### src/rtl/mem_port_arbiter_pkg.sv
// Shared encodings for the single-port memory arbiter (IF vs LSU).
// Anti-starvation for IF is compiled in when MEM_ARB_ANTI_STARVE_EN is defined.
package mem_port_arbiter_pkg;

  typedef enum logic [1:0] {
    ST_IDLE = 2'd0,
    ST_REQ  = 2'd1,
    ST_RESP = 2'd2
  } arb_state_t;

  typedef enum logic {
    OWN_IF  = 1'b0,
    OWN_LSU = 1'b1
  } arb_owner_t;

  localparam int DEF_WIDTH        = 64;
  localparam int DEF_MASK_W       = 8;
  localparam int DEF_STARVE_LIMIT = 4;

  // Counter width able to hold the value 'limit' itself.
  function automatic int starve_cnt_w(input int limit);
    return (limit < 1) ? 1 : $clog2(limit + 1);
  endfunction

endpackage

### src/rtl/mem_arb_grant.sv
// Grant logic for the memory-port arbiter: LSU priority, optional IF anti-starvation.
// Counter present only when MEM_ARB_ANTI_STARVE_EN is defined.
module mem_arb_grant
  import mem_port_arbiter_pkg::*;
#(
  parameter int STARVE_LIMIT = DEF_STARVE_LIMIT
) (
  input  logic clk,
  input  logic rst,
  input  logic arb_en,
  input  logic if_req_valid,
  input  logic if_flush,
  input  logic lsu_req_valid,
  output logic grant_if,
  output logic grant_lsu
);

  // A fetch that is being flushed in the same cycle is not a real request.
  logic if_eligible;
  assign if_eligible = if_req_valid && !if_flush;

`ifdef MEM_ARB_ANTI_STARVE_EN
  localparam int CNT_W = starve_cnt_w(STARVE_LIMIT);
  localparam logic [CNT_W-1:0] CNT_MAX = CNT_W'(STARVE_LIMIT);

  logic [CNT_W-1:0] starve_q;
  logic [CNT_W-1:0] starve_d;
  logic             force_if;

  always_comb begin
    force_if  = if_eligible && (starve_q == CNT_MAX);
    grant_lsu = arb_en && lsu_req_valid && !force_if;
    grant_if  = arb_en && if_eligible && !grant_lsu;
    starve_d  = starve_q;
    // Only IDLE arbitration cycles move the counter; it saturates at the limit.
    if (arb_en) begin
      if (!if_eligible || grant_if) begin
        starve_d = '0;
      end else if (starve_q != CNT_MAX) begin
        starve_d = starve_q + 1'b1;
      end
    end
  end

  always_ff @(posedge clk) begin
    if (rst) begin
      starve_q <= '0;
    end else begin
      starve_q <= starve_d;
    end
  end
`else
  localparam int unused_limit = STARVE_LIMIT;
  logic unused_clk_rst;
  assign unused_clk_rst = clk ^ rst;

  always_comb begin
    grant_lsu = arb_en && lsu_req_valid;
    grant_if  = arb_en && if_eligible && !lsu_req_valid;
  end
`endif

endmodule

### src/rtl/mem_port_arbiter.sv
// Shares one memory port between instruction fetch and load/store, one access in flight.
// Build with MEM_ARB_ANTI_STARVE_EN to guarantee IF progress under constant LSU traffic.
//
// Handshake: a request transfers in the cycle where valid && ready are both high;
// valid must not depend on ready, and mem_req_* holds stable until mem_req_ready.
module mem_port_arbiter
  import mem_port_arbiter_pkg::*;
#(
  parameter int WIDTH        = DEF_WIDTH,
  parameter int MASK_W       = DEF_MASK_W,
  parameter int STARVE_LIMIT = DEF_STARVE_LIMIT
) (
  input  logic              clk,
  input  logic              rst,
  input  logic              if_req_valid,
  input  logic [WIDTH-1:0]  if_req_addr,
  output logic              if_req_ready,
  output logic              if_resp_valid,
  output logic [WIDTH-1:0]  if_resp_rdata,
  input  logic              if_flush,
  input  logic              lsu_req_valid,
  input  logic [WIDTH-1:0]  lsu_req_addr,
  input  logic              lsu_req_wen,
  input  logic [WIDTH-1:0]  lsu_req_wdata,
  input  logic [MASK_W-1:0] lsu_req_wmask,
  output logic              lsu_req_ready,
  output logic              lsu_resp_valid,
  output logic [WIDTH-1:0]  lsu_resp_rdata,
  output logic              mem_req_valid,
  input  logic              mem_req_ready,
  output logic [WIDTH-1:0]  mem_req_addr,
  output logic              mem_req_wen,
  output logic [WIDTH-1:0]  mem_req_wdata,
  output logic [MASK_W-1:0] mem_req_wmask,
  input  logic              mem_resp_valid,
  input  logic [WIDTH-1:0]  mem_resp_rdata,
  output logic              busy,
  output logic [1:0]        dbg_state
);

  arb_state_t        state_q, state_d;
  arb_owner_t        owner_q, owner_d;
  logic              drop_q, drop_d;
  logic [WIDTH-1:0]  addr_q, addr_d;
  logic              wen_q, wen_d;
  logic [WIDTH-1:0]  wdata_q, wdata_d;
  logic [MASK_W-1:0] wmask_q, wmask_d;

  logic live;
  logic arb_en;
  logic grant_if;
  logic grant_lsu;
  logic if_stale;

  // Outputs are forced quiet while rst is high, even mid-transaction.
  assign live   = !rst;
  assign arb_en = live && (state_q == ST_IDLE);

  mem_arb_grant #(
    .STARVE_LIMIT (STARVE_LIMIT)
  ) u_grant (
    .clk           (clk),
    .rst           (rst),
    .arb_en        (arb_en),
    .if_req_valid  (if_req_valid),
    .if_flush      (if_flush),
    .lsu_req_valid (lsu_req_valid),
    .grant_if      (grant_if),
    .grant_lsu     (grant_lsu)
  );

  always_comb begin
    state_d        = state_q;
    owner_d        = owner_q;
    drop_d         = drop_q;
    addr_d         = addr_q;
    wen_d          = wen_q;
    wdata_d        = wdata_q;
    wmask_d        = wmask_q;
    mem_req_valid  = 1'b0;
    if_resp_valid  = 1'b0;
    lsu_resp_valid = 1'b0;
    if_stale       = (owner_q == OWN_IF) && if_flush;

    unique case (state_q)
      ST_IDLE: begin
        drop_d = 1'b0;
        if (grant_lsu) begin
          owner_d = OWN_LSU;
          addr_d  = lsu_req_addr;
          wen_d   = lsu_req_wen;
          wdata_d = lsu_req_wdata;
          wmask_d = lsu_req_wmask;
          state_d = ST_REQ;
        end else if (grant_if) begin
          owner_d = OWN_IF;
          addr_d  = if_req_addr;
          wen_d   = 1'b0;
          wdata_d = '0;
          wmask_d = '0;
          state_d = ST_REQ;
        end
      end
      ST_REQ: begin
        mem_req_valid = live;
        if (if_stale) drop_d = 1'b1;
        if (mem_req_ready) state_d = ST_RESP;
      end
      ST_RESP: begin
        // A flush landing with the response already makes that response stale.
        if_resp_valid  = live && (owner_q == OWN_IF) && mem_resp_valid && !(drop_q || if_stale);
        lsu_resp_valid = live && (owner_q == OWN_LSU) && mem_resp_valid;
        if (if_stale) drop_d = 1'b1;
        if (mem_resp_valid) begin
          drop_d  = 1'b0;
          state_d = ST_IDLE;
        end
      end
      default: begin
        state_d = ST_IDLE;
      end
    endcase
  end

  always_ff @(posedge clk) begin
    if (rst) begin
      state_q <= ST_IDLE;
      owner_q <= OWN_IF;
      drop_q  <= 1'b0;
      addr_q  <= '0;
      wen_q   <= 1'b0;
      wdata_q <= '0;
      wmask_q <= '0;
    end else begin
      state_q <= state_d;
      owner_q <= owner_d;
      drop_q  <= drop_d;
      addr_q  <= addr_d;
      wen_q   <= wen_d;
      wdata_q <= wdata_d;
      wmask_q <= wmask_d;
    end
  end

  assign if_req_ready   = grant_if;
  assign lsu_req_ready  = grant_lsu;
  assign if_resp_rdata  = mem_resp_rdata;
  assign lsu_resp_rdata = mem_resp_rdata;
  assign mem_req_addr   = addr_q;
  assign mem_req_wen    = wen_q;
  assign mem_req_wdata  = wdata_q;
  assign mem_req_wmask  = wmask_q;
  assign busy           = live && (state_q != ST_IDLE);
  assign dbg_state      = state_q;

endmodule

### config.mk
export PLATFORM = sky130hd
export DESIGN_NAME = mem_port_arbiter
export DESIGN_NICKNAME = d
export VERILOG_FILES = /design/src/rtl/mem_port_arbiter_pkg.sv /design/src/rtl/mem_arb_grant.sv /design/src/rtl/mem_port_arbiter.sv
export SDC_FILE = /design/constraint.sdc
export NUM_CORES = 1
export LEC_CHECK = 0
export CAP_MARGIN = 5
export CORE_AREA = 8 8 205 207
export CTS_CLUSTER_DIAMETER = 120
export CTS_CLUSTER_SIZE = 8
export DETAILED_ROUTE_END_ITERATION = 12
export DIE_AREA = 0 0 213 215
export GPL_ROUTABILITY_DRIVEN = 0
export HOLD_SLACK_MARGIN = 0.06
export PLACE_DENSITY_LB_ADDON = 0.1
export SLEW_MARGIN = 20
export SYNTH_ARGS = -nofsm -noshare
export SYNTH_HDL_FRONTEND = slang
export SYNTH_SLANG_ARGS = --single-unit
export TNS_END_PERCENT = 30
### constraint.sdc
create_clock -name clk -period 2.6 [get_ports clk]
set_input_delay 0.52 -clock clk [delete_from_list [all_inputs] [get_ports clk]]
set_output_delay 0.52 -clock clk [all_outputs]
set_load 0.02 [all_outputs]
# After elaboration in Yosys (flattened, before gate mapping)
# Index checks and enable logic that the tools add are counted.
# W data, S select, Z words.
[word_totals]
ff_bits = 141
latch_bits = 0
mem_bits_rw = 0
mem_bits_ro = 0
out_inout_bits = 273
elab_cells = 56
mem_count = 0
[classes]
n_addsub = 0
n_mul = 0
n_div = 0
n_lt_le_gt_ge = 0
eq_ne = 5
shifts = 0
mux = 20
n_bitwise = 1
n_reduce_logical = 23
[ops]
columns = ["op", "n"]
rows = [
  ["$mux W64", 4],
  ["$mux W8", 2],
  ["$logic_and A1 B1 Y1", 12],
  ["$mux W1", 8],
  ["$mux W2", 4],
  ["$pmux W2 S3", 1],
  ["$logic_not A1 Y1", 4],
  ["$ne A2 B2 Y1 const B", 2],
  ["$reduce_bool A2 Y1", 2],
  ["$ne A3 B3 Y1 const B", 1],
  ["$pmux W1 S3", 1],
  ["$reduce_and A3 Y1", 1],
  ["$reduce_bool A3 Y1", 1],
  ["$eq A2 B1 Y1 const B", 1],
  ["$eq A2 B2 Y1 const B", 1],
  ["$logic_not A2 Y1", 1],
  ["$reduce_and A2 Y1", 1],
  ["$logic_or A1 B1 Y1", 1],
  ["$not A1 Y1", 1],
]

# Logic depth before layout (Yosys ltp)
# Gate-level depths: netlist of run 1.
[depth]
word_depth = 7
ltp_mapped = 7
ltp_nobuf = 5

# By module
# A second synthesis of run 1 with hierarchy kept.
[unflattened]
cells_unflattened = 778
hier_area_um2 = 7070.5
[modules_own_cells]
columns = ["module", "n_inst", "cells_each", "area_per_inst_um2", "seq_area_each_um2"]
rows = [
  ["mem_port_arbiter", 1, 776, 7050.5, 2822.7],
  ["mem_arb_grant", 1, 2, 20.0, 0.0],
]

# Least setup slack after synthesis of run 1
# OpenSTA, ideal clock, no wires.
[synth_path]
path_type = "reg2out"
startpoint = "register state_q[0], in the netlist dbg_state[0]"
endpoint = "output lsu_req_ready"
arrival_ps = 1303
required_time_ps = 2080
path_slack_ps = 777
path_stages_with_launch = 6
path_buffers = 2
path_cell_list = "dfxtp_1 -> inv_1 -> ha_1 -> buf_2 -> and3_1 -> buf_2"
[synth_between]
elab_chain_cells = 3
[synth_rtl]
columns = ["element", "line", "text"]
rows = [
  ["start, declared", "mem_port_arbiter.sv:41", "arb_state_t state_q, state_d;"],
  ["start signal, assigned", "mem_port_arbiter.sv:135", "state_q <= state_d;"],
  ["$logic_not A2 Y1", "mem_port_arbiter.sv:57", "assign arb_en = live && (state_q == ST_IDLE);"],
  ["$logic_and A1 B1 Y1", "mem_port_arbiter.sv:57", ""],
  ["$logic_and A1 B1 Y1", "mem_arb_grant.sv:58", "grant_lsu = arb_en && lsu_req_valid;"],
  ["end, declared", "mem_port_arbiter.sv:26", "output logic lsu_req_ready,"],
]
# Every way passes these cells.

# Worst setup path after layout of run 1
[layout_path]
startpoint = "input rst"
endpoint = "output lsu_resp_valid"
[layout_between]
elab_chain_cells = 4
[layout_rtl]
columns = ["element", "line", "text"]
rows = [
  ["start, declared", "mem_port_arbiter.sv:14", "input logic rst,"],
  ["$logic_not A1 Y1", "mem_port_arbiter.sv:56", "assign live = !rst;"],
  ["$logic_and A1 B1 Y1 (2 in a row)", "mem_port_arbiter.sv:112", "lsu_resp_valid = live && (owner_q == OWN_LSU) && mem_resp_valid;"],
  ["$mux W1", "mem_port_arbiter.sv:85", "unique case (state_q)"],
  ["end, declared", "mem_port_arbiter.sv:27", "output logic lsu_resp_valid,"],
]
# Every way passes these cells.

==> results of run 1 <==
==> state kept, by name, summed over array words and instances, names as in the netlist <==
signal	flops
mem_req_addr	64
mem_req_wdata	64
mem_req_wmask	8
dbg_state	2
drop_q	1
mem_req_wen	1
owner_q	1
==> power by group through the flow <==
stage	Clock (uW)	Combinational, uW	Sequential (uW)
finish	2510	3350	2900
global route	2720	3590	2960
CTS	2660	3440	2900
detailed placement	0	3440	2940
global placement	0	3480	2930
floorplan	0	1340	3500
==> path summary, 6_finish.rpt <==
| path | from | to | slack [ns] | depth (start not counted) |
|---|---|---|---|---|
| setup / recovery | rst | lsu_resp_valid | 0.06 | 4 |
| hold / removal | mem_req_addr[10] | mem_req_addr[10] | 0.46 | 2 |
| setup reg to reg | dbg_state[0] | mem_req_wdata[8] | 0.72 | 5 |
| hold reg to reg | mem_req_addr[10] | mem_req_addr[10] | 0.46 | 2 |
==> critical path, delay by kind of cell <==
family                 cells  cell delay [ns]
buffers and inverters      3             1.28
AND/OR/NAND/NOR            1             0.23
==> kinds of logic after synthesis <==
group | after synthesis
mux | 129
fa+ha+maj | 5
compound gates | 82
flops | 141
simple gates | 81
buf+inv | 179
==> cells in the final DEF (no fill, tap or decap), types with 2 or more instances in the layout <==
cell type / count
nor2b_1: 3
o21ai_0: 2
clkinv_2: 2
dlygate4sd2_1: 3
clkinvlp_4: 2
inv_1: 4
clkbuf_1: 2
nor2_1: 3
a32o_1: 73
dfxtp_1: 140
mux2i_1: 129
clkinv_4: 2
ha_1: 5
clkdlybuf4s50_1: 348
nand2_1: 66
and4_1: 3
buf_12: 5
buf_4: 19
bufinv_16: 3
clkbuf_16: 17
==> area by class of cell <==
class                           instances  area, um^2  area share [%]
Sequential cell                       141        2820            27.2
Clock buffer                           20         447            4.31
Timing Repair Buffer                  375        3750            36.2
Inverter                                5        21.3           0.205
Antenna cell                            1        2.50          0.0241
Tap cell                              525         657            6.34
Multi-Input combinational cell        297        2520            24.3
Clock inverter                         10         141            1.36
==> metal layers <==
metal / vias up / part of all wire, % / GRT usage, %
li1: 2518 / - / -
met1: 2421 / 36 / 11.3
met2: 340 / 47 / 18.1
met3: 42 / 14 / 6.91
met4: 0 / 2.7 / 4.79
met5: - / 0 / 0
==> what timing repair did <==
| action | CTS | global route |
|---|---|---|
| hold buffers | 0 | 0 |
| setup endpoints to repair | 6 | 0 |
| resized for setup | 4 | 0 |
==> through the flow <==
step,setup slack (ns),setup TNS (ns)
finish,0.0570,0
global route,0.00101,0
CTS,0.0696,0
detailed placement,-0.0246,-0.0246
global placement,-0.0123,-0.0123
floorplan,0.777,0
==> impl_metrics.yaml, run 1 <==
run_status:
  status: "complete, no violations"
layout:
  fin_nets: 1114
  fill_cells: 4197
  utilization_pct: 26.6
  stdcell_count: 1374
  drive_gt1_share_pct: 6.96
  final_cell_area_um2: 10400
  syn2layout_area_growth_pct: 57.0
yosys:
  synth_area_leaders: "dfxtp_1, mux2i_1, buf_4"
  synth_area_um2: 6600
  yosysSeqAreaShare_pct: 42.8
  muxShareOfSynthArea_pct: 19.6
  ys.flop_type: "dfxtp_1"
  synth_common_cells: "dfxtp_1, buf_4, mux2i_1, a32o_1, nand2_1"
  synth_compound_area_share_pct: 12.2
  synth-edff-count: 0
  synth_top_family_by_area: "multiplexers"
  synth_cell_type_count: 29
  synthAdderAreaFrac_pct: 0.948
  synth.most_common_cell: "dfxtp_1"
  yosysTopAreaCell: "dfxtp_1"
  synth.avg_cell_area_um2: 10.7
  synthXorXnorAreaFrac_pct: 0
  syn-instance-count: 617
  synth_top_cell_area_share_pct: 42.8
  synth_seq_cells: 141
  yosys.area_share.simple_pct: 5.29
  async_reset_ff_share_pct: 0
  synth_warnings: 0
  syn_nets: 894
run:
  maxCapViolations: 0
place:
  place_hpwl_um: 20800
  post_dp_cell_area_um2: 9780
  dp.cells: 1343
  port_buffers: 352
worst_setup_path:
  path_common_cell: "clkdlybuf4s50_1"
  cp.required_ns: 2.08
  crit_path_start_kind: "input pin"
  crit_chain: "clkdlybuf4s50_1 > inv_4 > and4_1 > clkdlybuf4s50_1"
  criticalPathCategory: "input pin to output port"
  worstPathMaxFanout: 6
  cp_slowest_cell: "clkdlybuf4s50_1"
  worstSetupEndpointType: "output port"
  crit_path_max_incr_delay_ns: 0.64
  cp.arrival_ns: 2.02
clock_network:
  clk_latency_ns: 0.43
  cts_tree: "yes"
  post_cts_buffers: 0
  clock_sinks: 141
  clockBufferDepth: 2
  clkTransAtPathRegs_ns: 0.07
  cts-root-buf: "clkbuf_16"
  cts_made_buffers: 17
  htreeDepth: 4
routing:
  first_iter_violations: 250
  vias: 5321
  drc: 0
  wl_per_cell_um: 19.3
  dr.pass1.iters: 5
  drtAntennaViolNets: 0
  avgViaCountPerCell: 3.87
  wl_um: 26500
timing:
  finalSetupViolations: 0
  hold_viol: 0
  slew_headroom_pct: 42.9
  fmax_ghz: 0.393
  finClkSkew_ns: 0.0112
  post-route-period-util_pct: 97.8
  hold_ws_ns: 0.459
  worst_pin_slew_ns: 0.856
  rsz0062_at_grt: "no"
  period_minus_slack_ns: 2.54
  drv_slew: 0
grt:
  overflow: 0
  grt_start_max_net_pins: 74
  globalRouteTotalUtil_pct: 11.2
  grt_pass1_wl_um: 38100
  antenna_found_initial: 1
  grt_pass1_vias: 5719
pwr:
  pwr-share-seq_pct: 33.0
  combPwrFrac_pct: 38.3
  internal_power_uw: 5830
  switchingPower_uw: 2930
  p_sw_share_pct: 33.5
  p_leak_uw: 0.00419
  clkPwrFrac_pct: 28.7
  totalPowerFinal_uw: 8760
  irDropWorstVdd_uv: 419
  p_per_area_nw_per_um2: 845
floorplan:
  io-pin-count: 545
  coreArea_um2: 39000
  rows: 73
  die_y_um: 215
  initial_core_util_pct: 16.9
  die_area_um2: 45800
  die_width_um: 213
min_path:
  hold_path_class: "register to register"
No activity file was read; power rests on OpenSTA's default activity.
==> inputs of run 2 (changes only) <==
- clock period: 2.6 -> 2.95 ns (I/O delays scaled with it)
==> run 2 against run 1 <==
Compared with the run above:
- via count fell by 0.92%
- routed wire length rose by 0.68%
- utilization fell by 0.32 points
- critical endpoint is now if_resp_valid
- clock-buffer cell count fell by 1
- critical path depth did not move
- largest power group unchanged
- register-to-register slack improved by 0.16 ns
- combinational power fell by 15%
- power fell by 14%
- sequential share of layout area rose by 0.32 points
==> impl_metrics.yaml, run 2 (same netlist as run 1, synthesis figures left out) <==
layout:
  final_cell_mix: "clkdlybuf4s50_1, dfxtp_1, mux2i_1"
  fill_cells: 4160
  multi_input_area_um2: 2520
  drive_gt1_share_pct: 5.85
  final_common_cell: "clkdlybuf4s50_1"
  syn2layout_area_growth_pct: 55.1
  stdcell_count: 1364
  seqCellArea_um2: 2820
  fin_nets: 1102
timing:
  finalSetupViolations: 0
  fmax_ghz: 0.368
  finClkSkew_ns: 0.00900
  rsz0062_at_grt: "no"
  slew_headroom_pct: 42.6
  worst_pin_slew_ns: 0.861
  post-route-period-util_pct: 92.1
  drv_slew: 0
  hold_viol: 0
  period_minus_slack_ns: 2.72
  setup_tns_ns: 0
  setup_slack_ns: 0.234
pwr:
  p_leak_uw: 0.00408
  irDropWorstVdd_uv: 309
  p_per_area_nw_per_um2: 733
floorplan:
  rows: 73
  die_width_um: 213
  coreArea_um2: 39000
  die_area_um2: 45800
  initial_core_util_pct: 16.9
  die_y_um: 215
  io-pin-count: 545
routing:
  vias: 5272
  dr.pass1.iters: 4
  drc: 0
  wl_um: 26700
  first_iter_violations: 215
  avgViaCountPerCell: 3.87
  wl_per_cell_um: 19.5
  drtAntennaViolNets: 0
worst_setup_path:
  r2r_start: "dbg_state[0]"
  crit_chain: "clkdlybuf4s50_1 > nor3_1 > and4_1 > clkdlybuf4s50_1"
  path_common_cell: "clkdlybuf4s50_1"
  criticalPathCategory: "input pin to output port"
  worstPathMaxFanout: 3
  crit_path_max_incr_delay_ns: 0.60
  crit_path_start_kind: "input pin"
  timing.critical_path.from: "if_flush"
  cpLargestDelayFamily: "buffers and inverters"
  rrSetupSlack_ns: 0.88
  cp.arrival_ns: 2.13
  cp.buffers_inverters: 2
  worstSetupEndpointType: "output port"
  cp_slowest_cell: "clkdlybuf4s50_1"
  cp.required_ns: 2.36
grt:
  busiest_layer: "met2"
  met2_usage_pct: 17.9
  overflow: 0
  antenna_found_initial: 3
  grt_start_max_net_pins: 119
  grtUsageMet3_pct: 7.25
  grt_pass1_vias: 5704
  met1_usage_pct: 11.2
  globalRouteTotalUtil_pct: 11.1
  grt_pass1_wl_um: 38000
clock_network:
  clkTransAtPathRegs_ns: 0.06
  clk_latency_ns: 0.43
  cts_tree: "yes"
  htreeDepth: 4
  cts_resized: 0
  cts_made_buffers: 17
  cts-root-buf: "clkbuf_16"
  clockBufferDepth: 2
  ctsHoldBuffers: 0
  clock_sinks: 141
  post_cts_buffers: 0
place:
  port_buffers: 352
  place_ws_ns: 0.212
  dp.cells: 1331
  place_hpwl_um: 20000
run:
  maxCapViolations: 0
run_status:
  status: "complete, no violations"
min_path:
  hold_path.startpoint: "mem_req_addr[24]"
  hold_path_class: "register to register"
## run 2: changes by cell type in the layout (fill, tap and decap cells not counted), moves of 2 or more
cell and change:
clkinvlp_4 +4, bufinv_16 -2, dlygate4sd2_1 -3, buf_4 -11, clkdlybuf4s50_1 +3
## run 2: layer usage
layer	routed length (um)	vias to the layer above
met2	12200	334
met3	3850	45
met1	9830	2391
met4	735	2
li1	-	2500
met5	13	-
## run 2: path summary, 6_finish.rpt
kind | to | depth (start not counted)
hold / removal | mem_req_addr[24] | 2
setup / recovery | if_resp_valid | 4
hold reg to reg | mem_req_addr[24] | 2
setup reg to reg | mem_req_wdata[0] | 5
## run 2: area by class of cell
class	count	area share (%)
inverters	5	0.208
well taps	525	6.41
multi-input cells	297	24.6
repair buffers	363	35.7
diodes	2	0.0489
flip-flops and latches	141	27.6
clock inverters	12	1.12
clock buffers	19	4.33
## run 2: power by group
part           switching, uW  leakage [uW]  total [uW]  internal, uW
clock                    922      0.000254        2110          1180
sequential               222       0.00116        2550          2330
combinational           1460       0.00267        2850          1380
total                   2610       0.00408        7500          4900
## run 2: tightest hold or removal path, cell delays in order (launching register included)
cell     delay, ns
dfxtp_1       0.31
nand2_1       0.05
mux2i_1       0.05
## run 2: per-stage QoR
stage | hold WS, ns | total power (uW) | utilization [%] | area, um^2
2_1_floorplan | 0.489 | 4270 | - | 6600
3_3_place_gp | 0.445 | 5520 | 24.8 | 9670
3_5_place_dp | 0.454 | 5500 | 24.8 | 9670
4_1_cts | 0.463 | 7710 | 26.2 | 10200
5_1_grt | 0.473 | 7950 | 26.2 | 10200
6_report | 0.459 | 7500 | 26.3 | 10200
==> inputs of run 3 (changes only) <==
--- a/config.mk
+++ b/config.mk
@@ -15,4 +15,5 @@
 export HOLD_SLACK_MARGIN = 0.06
 export PLACE_DENSITY_LB_ADDON = 0.1
+export SKIP_CTS_REPAIR_TIMING = 1
 export SLEW_MARGIN = 20
 export SYNTH_ARGS = -nofsm -noshare
==> constraint.sdc (replaced) <==
create_clock -name clk -period 2.95 [get_ports clk]
set_input_delay 0.59 -clock clk [delete_from_list [all_inputs] [get_ports clk]]
set_output_delay 0.59 -clock clk [all_outputs]
set_load 0.1 [all_outputs]
==> run 3 against run 2 <==
Compared with the run above:
- power increased by 33%
- via count rose by 0.91%
- cell count up 0.22%
- cell area decreased by 2.3%
- critical path depth stayed put
- flip-flop and latch count stayed put
- utilization fell by 0.61 points
- largest cell class unchanged
- largest power group unchanged
- highest routed layer is now met4
==> impl_metrics.yaml, run 3 (same netlist as run 1, synthesis figures left out) <==
clock_network:
  clk_latency_ns: 0.43
  htreeDepth: 4
  cts_made_buffers: 17
  cts-root-buf: "clkbuf_16"
  clock_sinks: 141
  clockBufferDepth: 2
  clkTransAtPathRegs_ns: 0.06
  cts_tree: "yes"
pwr:
  p_leak_uw: 0.00439
  p_per_area_nw_per_um2: 998
  totalPowerFinal_uw: 9990
  irDropWorstVdd_uv: 350
grt:
  globalRouteTotalUtil_pct: 11.3
  antenna_found_initial: 2
  overflow: 0
  grt_pass1_vias: 5617
  grt_pass1_wl_um: 38700
  grt_start_max_net_pins: 89
place:
  post_dp_cell_area_um2: 9450
  place_hpwl_um: 20900
  port_buffers: 352
worst_setup_path:
  r2r-end: "mem_req_wdata[22]"
  crit_path_max_incr_delay_ns: 0.56
  cp_slowest_cell: "and3_2"
  rrSetupSlack_ns: 0.82
  worstSetupEndpointType: "output port"
  cp.arrival_ns: 2.02
  worstPathMaxFanout: 23
  crit_chain: "clkdlybuf4s50_1 > inv_4 > and3_2 > buf_12"
  cpLargestDelayFamily: "buffers and inverters"
  cp.required_ns: 2.36
  r2r_cells: 5
  crit_path_start_kind: "input pin"
  cp.buffers_inverters: 3
  criticalPathCategory: "input pin to output port"
  r2r_start: "dbg_state[1]"
timing:
  finalSetupViolations: 0
  fmax_ghz: 0.383
  post-route-period-util_pct: 88.5
  hold_viol: 0
  setup_tns_ns: 0
  worst_pin_slew_ns: 1.05
  slew_headroom_pct: 30.3
  rsz0062_at_grt: "no"
  period_minus_slack_ns: 2.61
  finClkSkew_ns: 0.00869
  drv_slew: 0
layout:
  utilization_pct: 25.6
  syn2layout_area_growth_pct: 51.6
  drive_gt1_share_pct: 23.5
  final_cell_mix: "clkdlybuf4s50_1, buf_4, dfxtp_1"
  fin_nets: 1105
  final_common_cell: "clkdlybuf4s50_1"
  final_cell_area_um2: 10000
routing:
  drc: 0
  vias: 5320
  wl_per_cell_um: 19.7
  first_iter_violations: 208
  avgViaCountPerCell: 3.89
  dr.pass1.iters: 4
  drtAntennaViolNets: 0
  wl_um: 27000
min_path:
  hold_path_class: "register to register"
  min_to: "mem_req_addr[2]"
  hold_depth: 2
  hold_path.startpoint: "mem_req_addr[2]"
floorplan:
  coreArea_um2: 39000
  die_y_um: 215
  io-pin-count: 545
  rows: 73
  die_area_um2: 45800
  initial_core_util_pct: 16.9
  die_width_um: 213
run:
  maxCapViolations: 0
run_status:
  status: "complete, no violations"
## run 3: final cells by class
type | instances | area [um^2]
Clock buffer | 19 | 433
Multi-Input combinational cell | 297 | 2520
Antenna cell | 1 | 2.50
Inverter | 5 | 21.3
Fill cell | 4203 | 29000
Tap cell | 525 | 657
Clock inverter | 13 | 116
Sequential cell | 141 | 2820
Timing Repair Buffer | 366 | 3430
## run 3: how the worst max path moves through the flow
stage | start | to | slack, ns | cells past startpoint
2_1_floorplan | dbg_state[1] | busy | -0.02 | 4
3_3_place_gp | rst | mem_req_wdata[22] | 0.27 | 5
3_5_place_dp | rst | mem_req_wdata[22] | 0.27 | 5
4_1_cts | rst | lsu_req_ready | 0.34 | 4
5_1_grt | rst | lsu_req_ready | 0.29 | 4
6_report | rst | lsu_req_ready | 0.34 | 4
## run 3: layer usage
| layer | track usage, % | up-vias | part of all wire [%] |
|---|---|---|---|
| met5 | 0 | - | 0 |
| met4 | 3.87 | 0 | 2.0 |
| met3 | 7.06 | 40 | 14 |
| met2 | 18.6 | 336 | 47 |
| met1 | 11.7 | 2434 | 37 |
| li1 | - | 2510 | - |
## run 3: report_power, final
| part | internal, uW | total (uW) | switching [uW] | leakage, uW |
|---|---|---|---|---|
| Clock | 1160 | 2080 | 920 | 0.000263 |
| Combinational | 1310 | 5340 | 4030 | 0.00297 |
| Sequential | 2330 | 2560 | 234 | 0.00116 |
| Total | 4800 | 9990 | 5190 | 0.00439 |
## run 3: worst register-to-register path, stage by stage (launching register included)
cell,delay (ns)
dfxtp_1,0.36
inv_1,0.12
ha_1,0.18
and3_2,0.55
buf_4,0.60
a32o_1,0.25
## run 3: metrics by stage
step                setup slack, ns  instances  hold slack (ns)
finish                        0.339       1367            0.458
global route                  0.293       1366            0.479
CTS                           0.345       1366            0.464
detailed placement            0.268       1334            0.455
global placement              0.274       1334            0.446
floorplan                   -0.0215        617            0.489
